===== config.mk =====
export PLATFORM = sky130hd
export DESIGN_NAME = vid_sync_gen
export DESIGN_NICKNAME = d
export VERILOG_FILES = /design/src/rtl/vid_sync_gen.sv
export SDC_FILE = /design/constraint.sdc
export NUM_CORES = 1
export LEC_CHECK = 0
export BUFFER_PORTS_ARGS = -buffer_cell sky130_fd_sc_hd__buf_2
export CAP_MARGIN = 20
export CELL_PAD_IN_SITES_DETAIL_PLACEMENT = 0
export CELL_PAD_IN_SITES_GLOBAL_PLACEMENT = 1
export CORE_UTILIZATION = 45
export CTS_CLUSTER_SIZE = 28
export DETAILED_ROUTE_END_ITERATION = 16
export GPL_ROUTABILITY_DRIVEN = 1
export PLACE_DENSITY_LB_ADDON = 0.1
export REMOVE_ABC_BUFFERS = 1
export SLEW_MARGIN = 25
export SYNTH_ARGS = -nofsm -noshare
export SYNTH_HDL_FRONTEND = slang
export SYNTH_SLANG_ARGS = --single-unit

===== constraint.sdc =====
create_clock -name pclk -period 6.1 [get_ports pclk]
set_input_delay 0.61 -clock pclk [delete_from_list [all_inputs] [get_ports pclk]]
set_output_delay 0.61 -clock pclk [all_outputs]
set_load 0.02 [all_outputs]

===== src/rtl/vid_sync_gen.sv =====
// Video timing sequencer: pixel phase counter, h/v counters, display enables, syncs and strobes.
// Optional vertical-blank interrupt enabled by defining VID_SYNC_GEN_VBLANK_IRQ_EN.
module vid_sync_gen #(
  parameter int PIX_DIV = 1,
  parameter int H_RES   = 640,
  parameter int H_FP    = 16,
  parameter int H_SYNC  = 96,
  parameter int H_BP    = 48,
  parameter int V_RES   = 480,
  parameter int V_FP    = 10,
  parameter int V_SYNC  = 2,
  parameter int V_BP    = 33,
  parameter int HS_POL  = 0,
  parameter int VS_POL  = 0
) (
  input  logic        pclk,
  input  logic        reset,
  input  logic        run,
  input  logic        irq_ack,
  output logic [3:0]  pc_ena,
  output logic [11:0] h_count,
  output logic [11:0] v_count,
  output logic        hde,
  output logic        vde,
  output logic        hs,
  output logic        vs,
  output logic        line_start,
  output logic        frame_start,
  output logic        vblank_irq
);

  localparam int H_TOTAL = H_RES + H_FP + H_SYNC + H_BP;
  localparam int V_TOTAL = V_RES + V_FP + V_SYNC + V_BP;

  // 13-bit thresholds so a 4096-long line/frame does not alias to zero
  localparam logic [12:0] H_ACT  = 13'(H_RES);
  localparam logic [12:0] HS_BEG = 13'(H_RES + H_FP);
  localparam logic [12:0] HS_END = 13'(H_RES + H_FP + H_SYNC);
  localparam logic [12:0] V_ACT  = 13'(V_RES);
  localparam logic [12:0] VS_BEG = 13'(V_RES + V_FP);
  localparam logic [12:0] VS_END = 13'(V_RES + V_FP + V_SYNC);
  localparam logic [11:0] H_LAST = 12'(H_TOTAL - 1);
  localparam logic [11:0] V_LAST = 12'(V_TOTAL - 1);
  localparam logic [3:0]  PIX_LAST = 4'(PIX_DIV - 1);
  localparam logic        HS_ON  = 1'(HS_POL);
  localparam logic        VS_ON  = 1'(VS_POL);
  localparam logic        ARM_EN = (PIX_DIV > 1);

  logic        armed;
  logic        step, new_line;
  logic [3:0]  pc_nxt;
  logic [11:0] h_nxt, v_nxt;
  logic [12:0] hx, vx;

  // armed: the first pixel step after hold lands on the origin itself (PIX_DIV > 1 only)
  always_comb begin
    step   = (pc_ena == PIX_LAST);
    pc_nxt = step ? 4'd0 : 4'(pc_ena + 4'd1);
    h_nxt  = h_count;
    v_nxt  = v_count;
    if (step && !(ARM_EN && armed)) begin
      if (h_count == H_LAST) begin
        h_nxt = 12'd0;
        v_nxt = (v_count == V_LAST) ? 12'd0 : 12'(v_count + 12'd1);
      end else begin
        h_nxt = 12'(h_count + 12'd1);
      end
    end
    new_line = step && (h_nxt == 12'd0);
    hx       = {1'b0, h_nxt};
    vx       = {1'b0, v_nxt};
  end

  always_ff @(posedge pclk) begin
    if (reset || !run) begin
      pc_ena      <= 4'd0;
      h_count     <= 12'd0;
      v_count     <= 12'd0;
      hde         <= 1'b1;
      vde         <= 1'b1;
      hs          <= ~HS_ON;
      vs          <= ~VS_ON;
      line_start  <= 1'b0;
      frame_start <= 1'b0;
      armed       <= 1'b1;
    end else begin
      pc_ena      <= pc_nxt;
      h_count     <= h_nxt;
      v_count     <= v_nxt;
      hde         <= (hx < H_ACT);
      vde         <= (vx < V_ACT);
      hs          <= (hx >= HS_BEG && hx < HS_END) ? HS_ON : ~HS_ON;
      vs          <= (vx >= VS_BEG && vx < VS_END) ? VS_ON : ~VS_ON;
      line_start  <= new_line;
      frame_start <= new_line && (v_nxt == 12'd0);
      armed       <= armed && !step;
    end
  end

`ifdef VID_SYNC_GEN_VBLANK_IRQ_EN
  // set beats ack when both land in the same pclk
  always_ff @(posedge pclk) begin
    if (reset || !run)
      vblank_irq <= 1'b0;
    else if (new_line && vx == V_ACT)
      vblank_irq <= 1'b1;
    else if (irq_ack)
      vblank_irq <= 1'b0;
  end
`else
  logic unused_irq_ack;
  assign unused_irq_ack = irq_ack;
  assign vblank_irq     = 1'b0;
`endif

endmodule

==> results of run 1 <==
[worst paths after layout]
kind                              from              endpoint  depth (start not counted)
setup reg to reg  pc_ena[0]$_SDFF_PP0_         vs$_SDFF_PP1_                          8
setup / recovery  pc_ena[0]$_SDFF_PP0_         vs$_SDFF_PP1_                          8
hold / removal    pc_ena[0]$_SDFF_PP0_  pc_ena[0]$_SDFF_PP0_                          1
hold reg to reg   pc_ena[0]$_SDFF_PP0_  pc_ena[0]$_SDFF_PP0_                          1
[cells in the mapped netlist (all sizes together) (3+ instances only)]
cell	n
dfxtp	34
nor2	34
nand2	17
nor4	11
xor2	11
buf	10
nand3	10
inv	9
a21oi	8
xnor2	8
clkbuf	7
nor3	7
a31oi	6
nand4	6
o21ai	6
and4	5
ha	5
nand2b	4
and3	3
[flip-flops by register name, summed over array words and instances (netlist names)]
| signal | flops |
|---|---|
| h_count | 12 |
| v_count | 12 |
| pc_ena | 4 |
| frame_start | 1 |
| hde | 1 |
| hs | 1 |
| line_start | 1 |
| vde | 1 |
| vs | 1 |
[routing by layer]
metal  GRT usage  wire length (um)  vias up
li1            -                 -      928
met1      0.2596              2237      862
met2      0.3524              2245       39
met3     0.04473               171        5
met4     0.07333                48        0
met5           0                 0        -
[metrics by stage]
step	cells	area [um^2]	power (mW)	utilization	hold slack [ns]
3_3_place_gp	313	2242	0.2400	0.5079	0.5126
3_5_place_dp	313	2242	0.2402	0.5079	0.5150
2_1_floorplan	225	1997	0.2361	-	0.5892
5_1_grt	319	2325	0.4142	0.5266	0.5437
6_report	319	2325	0.3950	0.5266	0.5219
4_1_cts	319	2325	0.4019	0.5266	0.5246
[power by group]
group	leakage (nW)	switching, mW	internal [mW]
clock network	0.0431	0.0730	0.0869
registers	0.274	0.000966	0.223
logic	0.552	0.00787	0.00334
[final cells by class]
cell class | instances | area share
multi-input cells | 182 | 0.5517
flip-flops and latches | 34 | 0.2928
repair buffers | 36 | 0.07750
clock buffers | 6 | 0.03552
well taps | 52 | 0.02799
inverters | 9 | 0.01453
[critical path: stages, from the launching register on]
cell	delay, ns
dfxtp_1	0.34
inv_1	0.07
ha_1	0.17
nor3b_2	0.40
nand4_2	0.45
nor3_2	0.57
nand4b_1	0.15
a31oi_1	0.26
nand4b_1	0.15
[cell families after synthesis]
kind of cell | count (synthesis) | synth area share
simple gates | 116 | 0.3611
compound gates | 39 | 0.1285
flops | 34 | 0.3236
buf+inv | 26 | 0.06662
xor+xnor | 19 | 0.07912
fa+ha+maj | 5 | 0.02974
mux | 2 | 0.009519
other cells | 1 | 0.001783
==> metrics.md, run 1 <==
| Metric | Value |
|---|---|
| Mapped cell area | `approximately 2100 um^2` |
| Max Cap Viol | `0` |
| Skew-Pair Late Insertion Delay | `roughly 0.28 ns` |
| Max clock buf depth | `2` |
| Hold Path Class | `reg -> reg` |
| Dpl ws | `3.398 ns` |
| Fmax | `0.3703 GHz` |
| # Post-CTS Setup Buffers | `0` |
| Die area | `approximately 5000 um^2` |
| Post-Syn Area per Cell | `8.691 um^2` |
| Worst-Margin Slew | `0.8205 ns` |
| CTS H-tree depth | `2` |
| Starting Density | `0.4765` |
| DR iter-0 viols | `roughly 110` |
| Register bit count reported by yosys | `34` |
| Crit. End Element | `flip-flop` |
| Placer Congestion | `slightly below 0.8` |
| All-Layer GR Usage | `0.2085` |
| # DRC | `0` |
| R2r setup slk | `approximately 3.4 ns` |
| Fin Setup TNS | `0 ns` |
| CTS tree | `yes` |
| Final Hold Fails | `0` |
| Ys async rst share | `0` |
| Synthesis-to-finish area growth | `10.53%` |
| CTS Buf Count | `5` |
| Initial DRT Pass Iterations | `4` |
| Critical-path maximum fanout | `13` |
| Tmin final | `between 2 and 3 ns` |
| Core area | `about 4400 um^2` |
| Largest net degree at the start of global routing | `20` |
| Die extent in y | `just over 70 um` |
| Required time of the critical path | `roughly 6.3 ns` |
| Distinct cells, synth | `just over 60` |
| Max Slew Vio Count | `0` |
| Num rows | `24` |
| DRT antenna net count | `0` |
| Most frequent cells in the layout | `36 x buf_2, 34 x nor2_1, 34 x dfxtp_1` |
| Die Wd | `70.37 um` |
| Initial antenna violation count | `0` |
| Hold buffers post-CTS | `0` |
| Post-DP HPWL | `3381 um` |
| Buffers on Ports | `36` |
| First-pass GRT wire length | `a little over 8000 um` |
| PwrDens | `roughly 170 nW/um^2` |
| Status | `finished, final reports clean` |
| Post-CTS resize count | `0` |
| Rel. slew slack | `0.4530` |
| FILL cells | `approximately 450` |
| CTS root buf | `clkbuf_8` |
| RSZ-0062 raised after global routing | `false` |
| Final net count | `approximately 280` |
| Seq/Total Area, Yosys | `0.3236` |
| Final Skew | `roughly 0.0046 ns` |
| Crit start category | `flip-flop` |
| Min setup slack post-route | `~3.4 ns` |
| Synth area leaders | `dfxtp_1 32%, nor2_1 6.1%, xor2_1 4.6%` |
| Avg WL per Cell | `between 10 and 15 um` |
| Via/cell ratio | `5.749` |
| Global route overflow | `0` |
| CP Data Arrival Time | `2.85 ns` |
| N_diodes | `0` |
| Num Clock Sinks | `34` |
| Vias | `approximately 1.8k` |
| Leakage | `around 0.87 nW` |
| Period utilization | `0.4427` |
| Area of the multi-input gates | `roughly 1300 um^2` |
| Post-synth EDFFs | `0` |
| Area leader, netlist | `dfxtp_1` |
| Kind of critical path | `reg -> reg` |
| Vias in the first global route | `about 1.7k` |
| Most common cell after layout, fill and taps aside | `buf_2` |
| Reg clk slew, reported paths | `around 0.06 ns` |
| Synth top area share | `0.3236` |
| Top FF cell, synth | `dfxtp_1` |
| Register area | `680.7 um^2` |
| I/O pin total | `39` |
| Layout cells sized above 1 | `0.2247` |
| Synth Warn # | `0` |
| Total wire length | `about 4700 um` |
| Final setup viols | `0` |
| Cells after Synth | `242` |
| Maximum VDD drop | `around 120 uV` |
Note: power is estimated with default switching activity, not from simulation.
==> run 2: changes to the inputs <==
--- a/config.mk
+++ b/config.mk
@@ -5,11 +5,12 @@
 export SDC_FILE = /design/constraint.sdc
 export NUM_CORES = 1
 export LEC_CHECK = 0
+export ABC_AREA = 1
 export BUFFER_PORTS_ARGS = -buffer_cell sky130_fd_sc_hd__buf_2
 export CAP_MARGIN = 20
 export CELL_PAD_IN_SITES_DETAIL_PLACEMENT = 0
 export CELL_PAD_IN_SITES_GLOBAL_PLACEMENT = 1
-export CORE_UTILIZATION = 45
+export CORE_UTILIZATION = 34
 export CTS_CLUSTER_SIZE = 28
 export DETAILED_ROUTE_END_ITERATION = 16
 export GPL_ROUTABILITY_DRIVEN = 1
==> constraint.sdc (replaced) <==
create_clock -name pclk -period 2.3 [get_ports pclk]
set_input_delay 0.23 -clock pclk [delete_from_list [all_inputs] [get_ports pclk]]
set_output_delay 0.23 -clock pclk [all_outputs]
set_load 0.02 [all_outputs]
==> run 2 against run 1 <==
Sequential power increased to 2.6 times the previous value. Clock skew increased by 0.0043 ns. Global-route usage decreased by 3.2 points. Clock power increased to 2.7 times the previous value. Register-to-register slack got worse by 3.2 ns. Maximum frequency increased by 28%. Critical path depth increased by 4. Largest cell class unchanged. Routed wire length increased by 7.7%. Critical path type unchanged. Synthesized cell count increased by 34%. Flip-flop and latch count unchanged. Largest power group unchanged. Die area increased by 27%.
==> metrics.md, run 2 <==
| Metric | Value |
|---|---|
| Status | `finished, final reports clean` |
| Skew-Pair Late Insertion Delay | `0.29 ns (about the same)` |
| Kind of critical path | `reg -> reg` |
| Final core occ | `0.4198 (-0.1068)` |
| Post-CTS resize count | `0 (unchanged)` |
| Distinct cells, synth | `30 (-52%)` |
| Num rows | `27 (+13%)` |
| Hold buffers post-CTS | `0 (unchanged)` |
| Post-DP HPWL | `3965 um (+17%)` |
| Register area | `680.7 um^2 (unchanged)` |
| Placer Congestion | `0.7860 (-1.1%)` |
| Most common cell after layout, fill and taps aside | `nand2_1` |
| Maximum VDD drop | `297.6 uV (+160%)` |
| Starting Density | `0.3604 (-0.1161)` |
| CTS Buf Count | `5 (unchanged)` |
| Top FF cell, synth | `dfxtp_1` |
| Synth area leaders | `dfxtp_1 33%, nand2_1 16%, nor2_1 10%` |
| Register bit count reported by yosys | `34 (unchanged)` |
| Reg clk slew, reported paths | `0.07 ns (about the same)` |
| Most frequent cells in the layout | `88 x nand2_1, 55 x nor2_1, 51 x inv_1` |
| Avg WL per Cell | `11.62 um (-21%)` |
| Fin Setup TNS | `0 ns (unchanged)` |
| Initial antenna violation count | `0 (unchanged)` |
| Crit. End Element | `flip-flop` |
| Sw Ratio | `0.2399 (+0.03283)` |
| Non-Filler Instances | `436 (+37%)` |
| Critical-path maximum fanout | `13 (unchanged)` |
| PwrDens | `446.8 nW/um^2 (+160%)` |
| Num Clock Sinks | `34 (unchanged)` |
| RSZ-0062 raised after global routing | `false` |
| Regs by FF count | `h_count x12, v_count x12, pc_ena x4` |
| Seq/Total Area, Yosys | `0.3348 (+0.01115)` |
| # Post-CTS Setup Buffers | `0 (unchanged)` |
| Placed cells | `429 (+37%)` |
| Period utilization | `0.9174 (+0.4748)` |
| Commonest cells in the synthesized netlist | `88 x nand2_1, 55 x nor2_1, 51 x inv_1` |
| Final instance area | `2369 um^2 (+1.9%)` |
| DR iter-0 viols | `67 (-37%)` |
| FILL cells | `609 (+35%)` |
| Crit path cell chain | `inv_1 -> ha_1 -> nand2_1 -> inv_2 -> nand3_4 -> inv_1 -> nand3_1 -> nand2_1 -> nor2_1 -> nand3_1 -> o21ai_1 -> nand2_1` |
| Vias | `1976 (+7.7%)` |
| Sequential share of power | `0.560 (-0.007)` |
| Max clock buf depth | `2 (unchanged)` |
| CP Data Arrival Time | `2.28 ns (-0.57 ns)` |
| Vias in the first global route | `1823 (+5.8%)` |
| CTS H-tree depth | `2 (unchanged)` |
| Die Wd | `79.33 um (+13%)` |
| N_diodes | `0 (unchanged)` |
| Largest net degree at the start of global routing | `17 (-15%)` |
| Fmax | `0.4739 GHz (+28%)` |
| DRT antenna net count | `0 (unchanged)` |
| WHS Path Cells | `3 (+2)` |
| Max Cap Viol | `0 (unchanged)` |
| Initial DRT Pass Iterations | `4 (unchanged)` |
| Logic pwr share | `0.031 (+0.003)` |
| CTS tree | `yes` |
| Hold Path Class | `in -> reg` |
| Crit start category | `flip-flop` |
| Core area | `5642 um^2 (+28%)` |
| Area leader, netlist | `dfxtp_1` |
| Leakage | `1.243 nW (+43%)` |
| CTS root buf | `clkbuf_8` |
| I/O pin total | `39 (unchanged)` |
| # DRC | `0 (unchanged)` |
| Synth Warn # | `0 (unchanged)` |
| Buffers on Ports | `36 (unchanged)` |
| Die extent in y | `79.33 um (+13%)` |
| Die area | `6293 um^2 (+27%)` |
| Most frequent cell after synthesis | `nand2_1` |
| Ys async rst share | `0 (unchanged)` |
| Switch Pwr | `0.2539 mW (+210%)` |
| Int Pwr | `0.8043 mW (+160%)` |
| Synth top area share | `0.3348 (+0.01115)` |
| Synthesis-to-finish area growth | `16.49%` |
| All-Layer GR Usage | `0.1770 (-0.03158)` |
| Required time of the critical path | `2.47 ns (-3.78 ns)` |
| Clk pwr share | `0.409 (+0.004)` |
| Final net count | `373 (+35%)` |
| CP dominant cell by count | `nand2_1` |
| Tmin final | `2.110 ns (-0.5902 ns)` |
| Critical Path Slowest Stage Cell | `dfxtp_1` |
| Final setup viols | `0 (unchanged)` |
| Via/cell ratio | `4.532 (-21%)` |
| Layout cells sized above 1 | `0.1758 (-0.04889)` |
| Max incr delay on CP | `0.39 ns (-0.18 ns)` |
| Total wire length | `5066 um (+7.7%)` |
| Mapped cell area | `2033 um^2 (-3.3%)` |
| Post-Syn Area per Cell | `6.275 um^2 (-28%)` |
| Worst R2R Path Depth | `12 (+4)` |
| Post-synth EDFFs | `0 (unchanged)` |
| Final Skew | `0.008903 ns (+0.004259 ns)` |
| Max Slew Vio Count | `0 (unchanged)` |
| First-pass GRT wire length | `8521 um (+3.8%)` |
| Final Hold Fails | `0 (unchanged)` |
| Cells after Synth | `324 (+34%)` |
| Dpl cell area | `2290 um^2 (+2.1%)` |
| Global route overflow | `0 (unchanged)` |
| Area of the multi-input gates | `1110 um^2 (-13%)` |
[run 2: kinds of logic after synthesis]
logic type               after synthesis  synth area share
AND/OR/NAND/NOR                      206            0.4628
buffers and inverters                 61            0.1194
flip-flops                            34            0.3348
AO/OA/AOI/OAI                         14           0.03754
adder cells (fa/ha/maj)                5           0.03077
XOR/XNOR                               3           0.01293
other                                  1          0.001844
[run 2: worst paths after layout]
check,start,endpoint,slack [ns]
max,pc_ena[0]$_SDFF_PP0_,vde$_SDFF_PP1_,0.19
min,reset,vde$_SDFF_PP1_,0.22
max reg2reg,pc_ena[0]$_SDFF_PP0_,vde$_SDFF_PP1_,0.19
min reg2reg,pc_ena[0]$_SDFF_PP0_,pc_ena[0]$_SDFF_PP0_,0.48
[run 2: worst max-delay path, delay by kind of cell (launching register included)]
kind	cells	cell delay [ns]
buf+inv	3	0.35
simple gates	7	0.87
flops	1	0.39
compound gates	1	0.18
fa+ha+maj	1	0.18
[run 2: power groups by stage]
stage,clock network [mW],logic (mW),registers (mW)
6_report,0.433,0.0331,0.592
5_1_grt,0.473,0.0372,0.593
4_1_cts,0.454,0.0335,0.592
3_5_place_dp,0,0.0335,0.606
3_3_place_gp,0,0.0335,0.606
2_1_floorplan,0,0.0174,0.609
[run 2: metal layers]
layer / global-route usage / wire length, um / share of wire / vias to the layer above
met4: 0.07091 / 80 / 0.016 / 0
li1: - / - / - / 1078
met2: 0.2629 / 2149 / 0.42 / 50
met5: 0 / 0 / 0 / -
met1: 0.2453 / 2590 / 0.51 / 840
met3: 0.03908 / 245 / 0.048 / 8
[run 2: cell type report]
type	count	area share
tap	72	0.03803
sequential	34	0.2874
inverter	55	0.08716
timing repair buffer	39	0.08558
multi-input combinational	229	0.4686
clock buffer	5	0.02905
clock inverter	2	0.004226
[run 2: through the flow]
step | setup slack [ns] | hold WS (ns) | power [mW]
after CTS | 0.2306 | 0.2134 | 1.079
final | 0.1899 | 0.2210 | 1.058
after detailed placement | 0.2473 | 0.4644 | 0.6394
after global routing | 0.003892 | 0.2272 | 1.103
after global placement | 0.2727 | 0.4597 | 0.6394
after floorplan | 0.3873 | 0.3955 | 0.6265
==> run 3: changes to the inputs <==
--- a/config.mk
+++ b/config.mk
@@ -16,6 +16,7 @@
 export GPL_ROUTABILITY_DRIVEN = 1
 export PLACE_DENSITY_LB_ADDON = 0.1
 export REMOVE_ABC_BUFFERS = 1
+export SETUP_SLACK_MARGIN = 0.2
 export SLEW_MARGIN = 25
 export SYNTH_ARGS = -nofsm -noshare
 export SYNTH_HDL_FRONTEND = slang
==> run 3 against run 2 <==
First-iteration DRC count increased by 3.0%. Largest cell class unchanged. Worst hold slack got worse by 0.0024 ns. Critical endpoint unchanged. Non-clock buffer count increased by 9. Count of clock-buffer cells in the layout unchanged.
==> metrics.md, run 3 (synthesis gave the netlist of run 2 again) <==
| Metric | Value |
|---|---|
| WHS Path Cells | `3 (unchanged)` |
| Crit start category | `flip-flop` |
| Critical Path Start | `h_count[0]$_SDFF_PP0_` |
| CP Data Arrival Time | `2.11 ns (-0.17 ns)` |
| Buffers on Ports | `36 (unchanged)` |
| GR Util met3 | `0.03908 (unchanged)` |
| Die Wd | `79.33 um (unchanged)` |
| FILL cells | `616 (+1.1%)` |
| Core area | `5642 um^2 (unchanged)` |
| Vias | `1988 (+0.61%)` |
| First-pass GRT wire length | `8521 um (unchanged)` |
| Fmax | `0.5158 GHz (+8.8%)` |
| Post-DP HPWL | `3965 um (unchanged)` |
| Die extent in y | `79.33 um (unchanged)` |
| Num Clock Sinks | `34 (unchanged)` |
| Crit. End Element | `flip-flop` |
| Starting Density | `0.3604 (unchanged)` |
| Largest net degree at the start of global routing | `17 (unchanged)` |
| CTS H-tree depth | `2 (unchanged)` |
| Leakage | `1.286 nW (+3.5%)` |
| Avg WL per Cell | `11.41 um (-1.8%)` |
| Vias in the first global route | `1823 (unchanged)` |
| Status | `finished, final reports clean` |
| Synthesis-to-finish area growth | `20.37%` |
| Met1 Use GR | `0.2453 (unchanged)` |
| Tmin final | `1.939 ns (-0.1713 ns)` |
| Final Hold Fails | `0 (unchanged)` |
| DR iter-0 viols | `69 (+3.0%)` |
| Kind of critical path | `reg -> reg` |
| Hold buffers post-CTS | `0 (unchanged)` |
| Worst R2R Path Depth | `12 (unchanged)` |
| GRT Max-Usage Layer | `met2` |
| I/O pin total | `39 (unchanged)` |
| Critical-path maximum fanout | `5 (-8)` |
| Maximum VDD drop | `297.6 uV (about the same)` |
| RSZ-0062 raised after global routing | `true` |
| Most common cell after layout, fill and taps aside | `nand2_1` |
| Total wire length | `5076 um (+0.20%)` |
| Max Slew Vio Count | `0 (unchanged)` |
| Global route overflow | `0 (unchanged)` |
| Max incr delay on CP | `0.35 ns (-0.04 ns)` |
| R2r startpoint | `h_count[0]$_SDFF_PP0_` |
| N_diodes | `0 (unchanged)` |
| Fin Setup TNS | `0 ns (unchanged)` |
| DRT antenna net count | `0 (unchanged)` |
| Beginning of the worst hold path | `reset` |
| Placer Congestion | `0.7860 (unchanged)` |
| Final Skew | `0.01006 ns (+0.001157 ns)` |
| R2r setup slk | `0.36 ns (+0.17 ns)` |
| CP dominant cell by count | `nand2_1` |
| Layout cells sized above 1 | `0.2011 (+0.02525)` |
| Initial DRT Pass Iterations | `4 (unchanged)` |
| Reg clk slew, reported paths | `0.07 ns (about the same)` |
| All-Layer GR Usage | `0.1770 (unchanged)` |
| Period utilization | `0.8430 (-0.07449)` |
| Critical Path Slowest Stage Cell | `dfxtp_1` |
| CTS tree | `yes` |
| Max Cap Viol | `0 (unchanged)` |
| Most frequent cells in the layout | `87 x nand2_1, 54 x nor2_1, 51 x inv_1` |
| Via/cell ratio | `4.467 (-1.4%)` |
| CTS root buf | `clkbuf_8` |
| Num rows | `27 (unchanged)` |
| Final setup viols | `0 (unchanged)` |
| Max clock buf depth | `2 (unchanged)` |
| Regs by FF count | `h_count x12, v_count x12, pc_ena x4` |
| Hold Path Class | `in -> reg` |
| Initial antenna violation count | `0 (unchanged)` |
| Overall power | `1.057 mW (-0.12%)` |
| # DRC | `0 (unchanged)` |
| Required time of the critical path | `2.47 ns (about the same)` |
| Crit path cell chain | `ha_1 -> nand3_2 -> nor2_8 -> buf_4 -> buf_4 -> nand4_1 -> nand2_1 -> nand2_1 -> nor2_1 -> nand3_1 -> o21ai_1 -> nand2_1` |
| GRT met2 Usage | `0.2629 (unchanged)` |
| Skew-Pair Late Insertion Delay | `0.29 ns (about the same)` |
| CTS Buf Count | `5 (unchanged)` |
| PwrDens | `431.9 nW/um^2 (-3.3%)` |
| Final net count | `382 (+2.4%)` |
| Die area | `6293 um^2 (unchanged)` |
-- run 3: cell count changes in the layout (fill, tap and decap cells not counted) --
cell / delta
inv_2: -1
inv_4: +1
buf_6: +1
nand2_2: +1
nor2_1: -1
nor2_2: +1
nand2_1: -1
buf_4: +8
-- run 3: repair_timing --
action | in CTS | in global routing
setup endpoints to repair | 0 | 6
resized for setup | 0 | 4
setup buffers | 0 | 9
-- run 3: final cells by class --
| class | count | area, um^2 | area share |
|---|---|---|---|
| repair buffers | 48 | 274.0 | 0.1120 |
| clock buffers | 5 | 68.82 | 0.02812 |
| well taps | 72 | 90.09 | 0.03681 |
| clock inverters | 2 | 10.01 | 0.004090 |
| multi-input cells | 229 | 1115 | 0.4555 |
| inverters | 55 | 209.0 | 0.08538 |
| flip-flops and latches | 34 | 680.7 | 0.2781 |
-- run 3: final timing paths --
kind                                              to
worst max register to register        vde$_SDFF_PP1_
worst min register to register  pc_ena[0]$_SDFF_PP0_
worst min-delay path                  vde$_SDFF_PP1_
worst max-delay path                  vde$_SDFF_PP1_
-- run 3: through the flow --
step,utilization,setup WS (ns),instance area [um^2],cells,hold WS [ns]
floorplan,-,0.3873,1997,318,0.3955
global placement,0.4059,0.2727,2290,429,0.4597
detailed placement,0.4059,0.2473,2290,429,0.4644
CTS,0.4198,0.2306,2369,436,0.2134
global route,0.4338,0.1805,2447,445,0.2272
finish,0.4338,0.3612,2447,445,0.2186
-- run 3: layer usage --
| metal | vias up | part of all wire |
|---|---|---|
| met5 | - | 0 |
| met4 | 0 | 0.016 |
| li1 | 1091 | - |
| met3 | 8 | 0.038 |
| met1 | 853 | 0.53 |
| met2 | 36 | 0.42 |
-- run 3: report_power, final --
group / switching, mW / total (mW) / internal, mW
clock: 0.228 / 0.431 / 0.203
combinational: 0.0231 / 0.0332 / 0.0102
sequential: 0.00140 / 0.592 / 0.591
-- run 3: worst max-delay path: cells and delay by family (launching register included) --
kind | cells | cell delay (ns)
compound gates | 1 | 0.16
fa+ha+maj | 1 | 0.20
simple gates | 8 | 0.86
buf+inv | 2 | 0.25
flops | 1 | 0.35
